### src/rtl/dma_ahb_arbiter.sv
// Shares one AHB master port between the RX and TX DMA engines. The address phase follows
// the address owner; HWDATA, ready and error follow the registered data-phase owner.
module dma_ahb_arbiter #(
    parameter bit RR_EN = 1'b1
) (
    input  logic        HCLK,
    input  logic        HRESETN,

    input  logic        rx_req,
    input  logic [1:0]  rx_htrans,
    input  logic [29:0] rx_haddr,
    input  logic        rx_hwrite,
    input  logic [31:0] rx_hwdata,
    output logic        rx_gnt,
    output logic        rx_hready,
    output logic        rx_err,

    input  logic        tx_req,
    input  logic [1:0]  tx_htrans,
    input  logic [29:0] tx_haddr,
    input  logic        tx_hwrite,
    input  logic [31:0] tx_hwdata,
    output logic        tx_gnt,
    output logic        tx_hready,
    output logic        tx_err,

    output logic [1:0]  HTRANS,
    output logic [29:0] HADDR,
    output logic        HWRITE,
    output logic [31:0] HWDATA,
    input  logic        HREADY,
    input  logic [1:0]  HRESP
);

    typedef enum logic [1:0] {
        OwnNone = 2'd0,
        OwnRx   = 2'd1,
        OwnTx   = 2'd2
    } own_e;

    own_e aown_q, aown_d;
    own_e down_q;
    logic last_tx_q;
    logic arb_point;
    logic resp_err;

    // The current owner is only released once it drops req and the bus is ready.
    always_comb begin
        arb_point = HREADY && ((aown_q == OwnNone) ||
                               ((aown_q == OwnRx) && !rx_req) ||
                               ((aown_q == OwnTx) && !tx_req));
        aown_d = aown_q;
        if (arb_point) begin
            if (rx_req && tx_req) begin
                aown_d = (RR_EN && !last_tx_q) ? OwnTx : OwnRx;
            end else if (rx_req) begin
                aown_d = OwnRx;
            end else if (tx_req) begin
                aown_d = OwnTx;
            end else begin
                aown_d = OwnNone;
            end
        end
    end

    always_ff @(posedge HCLK) begin
        if (!HRESETN) begin
            aown_q    <= OwnNone;
            down_q    <= OwnNone;
            last_tx_q <= 1'b1;
        end else begin
            aown_q <= aown_d;
            if (HREADY) begin
                down_q <= HTRANS[1] ? aown_q : OwnNone;
            end
            if (arb_point && (aown_d != OwnNone)) begin
                last_tx_q <= (aown_d == OwnTx);
            end
        end
    end

    always_comb begin
        HTRANS = 2'b00;
        HADDR  = '0;
        HWRITE = 1'b0;
        unique case (aown_q)
            OwnRx: begin
                HTRANS = rx_htrans;
                HADDR  = rx_haddr;
                HWRITE = rx_hwrite;
            end
            OwnTx: begin
                HTRANS = tx_htrans;
                HADDR  = tx_haddr;
                HWRITE = tx_hwrite;
            end
            default: begin
                HTRANS = 2'b00;
                HADDR  = '0;
                HWRITE = 1'b0;
            end
        endcase
    end

    always_comb begin
        HWDATA = '0;
        unique case (down_q)
            OwnRx:   HWDATA = rx_hwdata;
            OwnTx:   HWDATA = tx_hwdata;
            default: HWDATA = '0;
        endcase
    end

    assign resp_err  = HREADY && (HRESP == 2'b01);

    assign rx_gnt    = (aown_q == OwnRx);
    assign tx_gnt    = (aown_q == OwnTx);
    assign rx_hready = ((aown_q == OwnRx) || (down_q == OwnRx)) ? HREADY : 1'b0;
    assign tx_hready = ((aown_q == OwnTx) || (down_q == OwnTx)) ? HREADY : 1'b0;
    assign rx_err    = (down_q == OwnRx) && resp_err;
    assign tx_err    = (down_q == OwnTx) && resp_err;

endmodule

### config.mk
export PLATFORM = sky130hd
export DESIGN_NAME = dma_ahb_arbiter
export DESIGN_NICKNAME = d
export VERILOG_FILES = /design/src/rtl/dma_ahb_arbiter.sv
export SDC_FILE = /design/constraint.sdc
export NUM_CORES = 1
export LEC_CHECK = 0
export CAP_MARGIN = 20
export CELL_PAD_IN_SITES_DETAIL_PLACEMENT = 1
export CELL_PAD_IN_SITES_GLOBAL_PLACEMENT = 2
export CORE_ASPECT_RATIO = 0.7
export CORE_UTILIZATION = 10
export CTS_BUF_LIST = sky130_fd_sc_hd__clkbuf_16
export DETAILED_ROUTE_END_ITERATION = 10
export PLACE_DENSITY_LB_ADDON = 0.1
export SETUP_SLACK_MARGIN = 0.2
export SLEW_MARGIN = 20
export SYNTH_ARGS = -nofsm -noshare
export SYNTH_HDL_FRONTEND = slang
export SYNTH_SLANG_ARGS = --single-unit
### constraint.sdc
create_clock -name HCLK -period 2.9 [get_ports HCLK]
set_clock_uncertainty 0.15 [all_clocks]
set_input_delay 0.87 -clock HCLK [delete_from_list [all_inputs] [get_ports HCLK]]
set_output_delay 0.87 -clock HCLK [all_outputs]
set_load 0.03 [all_outputs]
== Word-level counts from Yosys, hierarchy flattened ==
Cells that the tools add are included.
Cells by class
  muxes and demuxes: 12
  bitwise operators: 0
  reduce and logical (&&, ||, !) cells: 16
  add/subtract/negate cells: 0
  $lt $le $gt $ge: 0
  div/mod/pow operators: 0
  equality and inequality tests: 6
  shifts and indexed selects: 0
  $mul: 0
Operators with widths (count)
  one-hot mux 32 bit (2 select lines): 1
  one-hot mux 30 bit (2 select lines): 1
  two-way mux 2 bit: 6
  logical AND 1 bit: 8
  == test 2 x 1 -> 1 bit (second input constant): 3
  == test 2 bit (second input constant): 3
  logical OR 1 bit: 4
  one-hot mux 2 bit (2 select lines): 1
  logical NOT 1 bit: 2
  logical NOT 2 bit: 1
  two-way mux 1 bit: 2
  one-hot mux 1 bit (2 select lines): 1
  nonzero test 2 bit: 1
Storage, ports and cells
  output and inout bits: 71
  flip-flop bits (word level): 5
  bits in latches: 0
  bits of input ports: 137
  memory bits (writable): 0
  logic and storage cells: 37
  memories: 0
  memory bits (read-only): 0

== Depth between registers and ports, before layout ==
  depth after elaboration: 8
  gate-level depth with buffers: 6
  mapped depth without buffers: 5

== Least setup slack after synthesis ==
OpenSTA, ideal clock, no wires.
  path kind: register to output
  from: register aown_q[1]
  to: output HADDR[13]
  arrival: 1.644 ns
  setup slack: 0.236 ns
  buffers on the path: 2
  required time: 1.880 ns
  cell stages (with the launch flop): 7
  cell sequence: dfxtp_1 -> inv_1 -> ha_1 -> buf_2 -> buf_2 -> a22oi_1 -> nor2b_1
Between the ends
  longest elaborated chain between the ends: 2
  elaborated cells between the ends (all ways): 3
  those cells by class: 2 x eq/ne; 1 x mux
RTL lines
  start: declaration: RTL line 41  | own_e aown_q, aown_d;
  start signal: assignment: RTL line 68  | aown_q <= OwnNone;
  start signal: assignment: RTL line 72  | aown_q <= aown_d;
  == test 2 x 1 -> 1 bit
  via rx_gnt: RTL line 14  | output logic rx_gnt,
  one-hot mux 30 bit (2 select lines): RTL line 86  | unique case (aown_q)
  end: declaration: RTL line 28  | output logic [29:0] HADDR,
The timed path passes the listed nets, and every way through them passes these cells.

== Worst setup path after layout ==
  from: input rx_haddr[12]
  to: output HADDR[12]
Between the ends
  longest elaborated chain between the ends: 1
RTL lines
  start: declaration: RTL line 11  | input logic [29:0] rx_haddr,
  one-hot mux 30 bit (2 select lines): RTL line 86
No other way between the ends.

==> metrics <==
outcome=complete, no violations; cts bufs inserted=3; commonest non-fill, non-tap cell in the layout=dlygate4sd2_1; main combinational cell family by area after synthesis=compound AO/OA/AOI/OAI gates; placed cells=546; WP data required=roughly 1.9 ns; Area Overhead vs Synth=165.2%; mux contribution to synthesized area=between 1.5 and 2%; first-pass GRT wire length=~12,000 microns; number of max-cap violations=0; top cells by area, synth=a22oi_1 38%, nor2b_1 16%, nor2_1 9.3%; First DRT Iteration DRCs=58; crit path cell chain=clkdlybuf4s50_1 > a22oi_1 > nor2b_1 > buf_4; fin. max-slew vios=0; Die X=approximately 140 microns; Synth Area in XOR/XNOR=0%; via count=approximately 2,200; Final Util=27.43%; clk root buf=clkbuf_16; Cells after Synth=between 150 and 200; die footprint=0.01340 sq mm; Pleak=1.559 nW; Synth cell types=21; Die Y=between 90 and 100 microns; CTS tree=yes; Achievable Freq=about 370 MHz; final hold violations=0; Setup CP Type=in -> out; max incr delay on CP=0.46 ns; worst-path fanout max=1; worst min-delay path class=reg -> reg; ANT nets after route=0; Synth Area in Simple Gates=32.79%; Skew-Pair Late Insertion Delay=between 0.2 and 0.25 ns; unrepaired setup endpoints after global routing=yes; row count=34; n_diodes=0; detailed placement HPWL=around 6700 microns; clk sinks=5; Core Footprint=roughly 0.013 sq mm; fin crit period=about 2.7 ns; Slowest cell on crit path=clkdlybuf4s50_1; drt total wl=between 8000 and 9000 microns; mean post-synth cell area=about 6.8 sq um; initial core utilization=between 10% and 20%; nets=532; relative max-transition margin=76.51%; crit path capture type=primary output; IO Count=208; Final Power=around 0.00063 W; cts hold-fix bufs=0; register area share after synthesis=7.737%; largest net degree at the start of global routing=35; peak supply drop=around 0.19 mV; Synthesized Nets=between 300 and 400; Port Buf Inserts=207; Yosys reg bits=5; gr ovfl total=0; average routed wire per standard cell=around 16 microns; post-synth top area cell=a22oi_1; deepest clock path buffer count=2; commonest non-fill, non-tap cells in the layout=117 x dlygate4sd2_1, 73 x buf_4, 61 x a22oi_1; vias in the first global route=approximately 2,300; Syn Std Cell Area=about 0.0013 sq mm; via-per-instance ratio=roughly 4; area share of the largest cell type after synthesis=a little under two fifths; Total GRT Usage=a little under an eighth; initial antenna violation count=0; Setup Buffers After CTS=0; Worst Tran Pin Value=between 0.3 and 0.4 ns; Finished Layout Cells=between 500 and 600; adder-cell share of the synthesized area=under 10%; Final Setup Violations=0; GPL Wtd Cong=just under 0.7; Syn. warnings=0; # DRC=0; clock-pin slew on the worst setup and hold paths=roughly 0.030 ns; P per Cell Area=approximately 180 mW/mm^2; drt pass-1 iters=4; CTS H-tree depth=1; compound-cell area share of the yosys netlist=43.13%; CP startpoint kind=primary input; layout cells sized above 1=a little under a quarter; Final period util=92.66%; Arr. time, crit path=about 1.7 ns; TNS Setup=0 ns
## synth_stat cells
master    number
nor2b_1       34
a22oi_1       65
nand3_1        2
nand2_1        3
nor2_1        32
and4b_1        2
ha_1           5
buf_2         13
o21a_1         2
o211a_1        1
o31ai_4        1
mux2i_1        2
nand2b_1       3
inv_1          5
dfxtp_1        5
nand4b_1       2
buf_6          1
nor2b_4        1
a21boi_0       2
clkbuf_1       9
o221ai_1       1
## sequential cells by signal, summed over array words and instances (netlist names)
signal,count
aown_q,2
down_q,2
last_tx_q,1
## path summary, 6_finish.rpt
check	from	end	slack, ns	cells after the start
max	rx_haddr[12]	HADDR[12]	0.21	4
min	down_q[0]	down_q[0]	0.35	2
max reg2reg	aown_q[1]	last_tx_q	1.15	6
min reg2reg	down_q[0]	down_q[0]	0.35	2
## metal layers
metal	wire [microns]	GRT usage, %	share of wire [%]
met4	0	0.5017	0
met5	0	0	0
met1	3509	13.24	41
met3	537	1.721	6.2
met2	4592	23.04	53
## power by group
part	switching, W	total, W	internal (W)
Clock	0.0000437	0.000222	0.000178
Sequential	0.00000324	0.0000759	0.0000727
Combinational	0.000141	0.000333	0.000192
Total	0.000188	0.000631	0.000443
## critical path, delay by kind of cell
| kind | cells | cell delay, ns |
|---|---|---|
| AO/OA/AOI/OAI | 1 | 0.06 |
| buffers and inverters | 2 | 0.63 |
| AND/OR/NAND/NOR | 1 | 0.11 |
## cells by family after synthesis
kind of cell,count (synthesis)
AO/OA/AOI/OAI,72
adder cells (fa/ha/maj),5
buffers and inverters,28
flip-flops,5
multiplexers,2
AND/OR/NAND/NOR,79
## area by class of cell
cell class	count	area (sq um)
flip-flops and latches	5	101.3
clock inverters	1	3.754
well taps	162	202.7
repair buffers	217	1919
multi-input cells	158	1110
fillers	1537	9076
inverters	5	18.77
clock buffers	3	75.07
## metrics by stage
step / hold slack (ns) / area, sq um / worst slack (ns)
2_1_floorplan: 0.3177 / 1294 / 0.2363
3_3_place_gp: 0.3469 / 3373 / 0.1196
3_5_place_dp: 0.3536 / 3373 / 0.07786
4_1_cts: 0.3616 / 3319 / 0.1506
5_1_grt: 0.3778 / 3431 / 0.1686
6_report: 0.3510 / 3431 / 0.2129
## repair_timing
action,in CTS,in global routing
gates cloned,0,1
endpoints found under the setup margin,69,57
resized for setup,120,24
pin swaps,91,9
(Power assumes the default switching activity.)
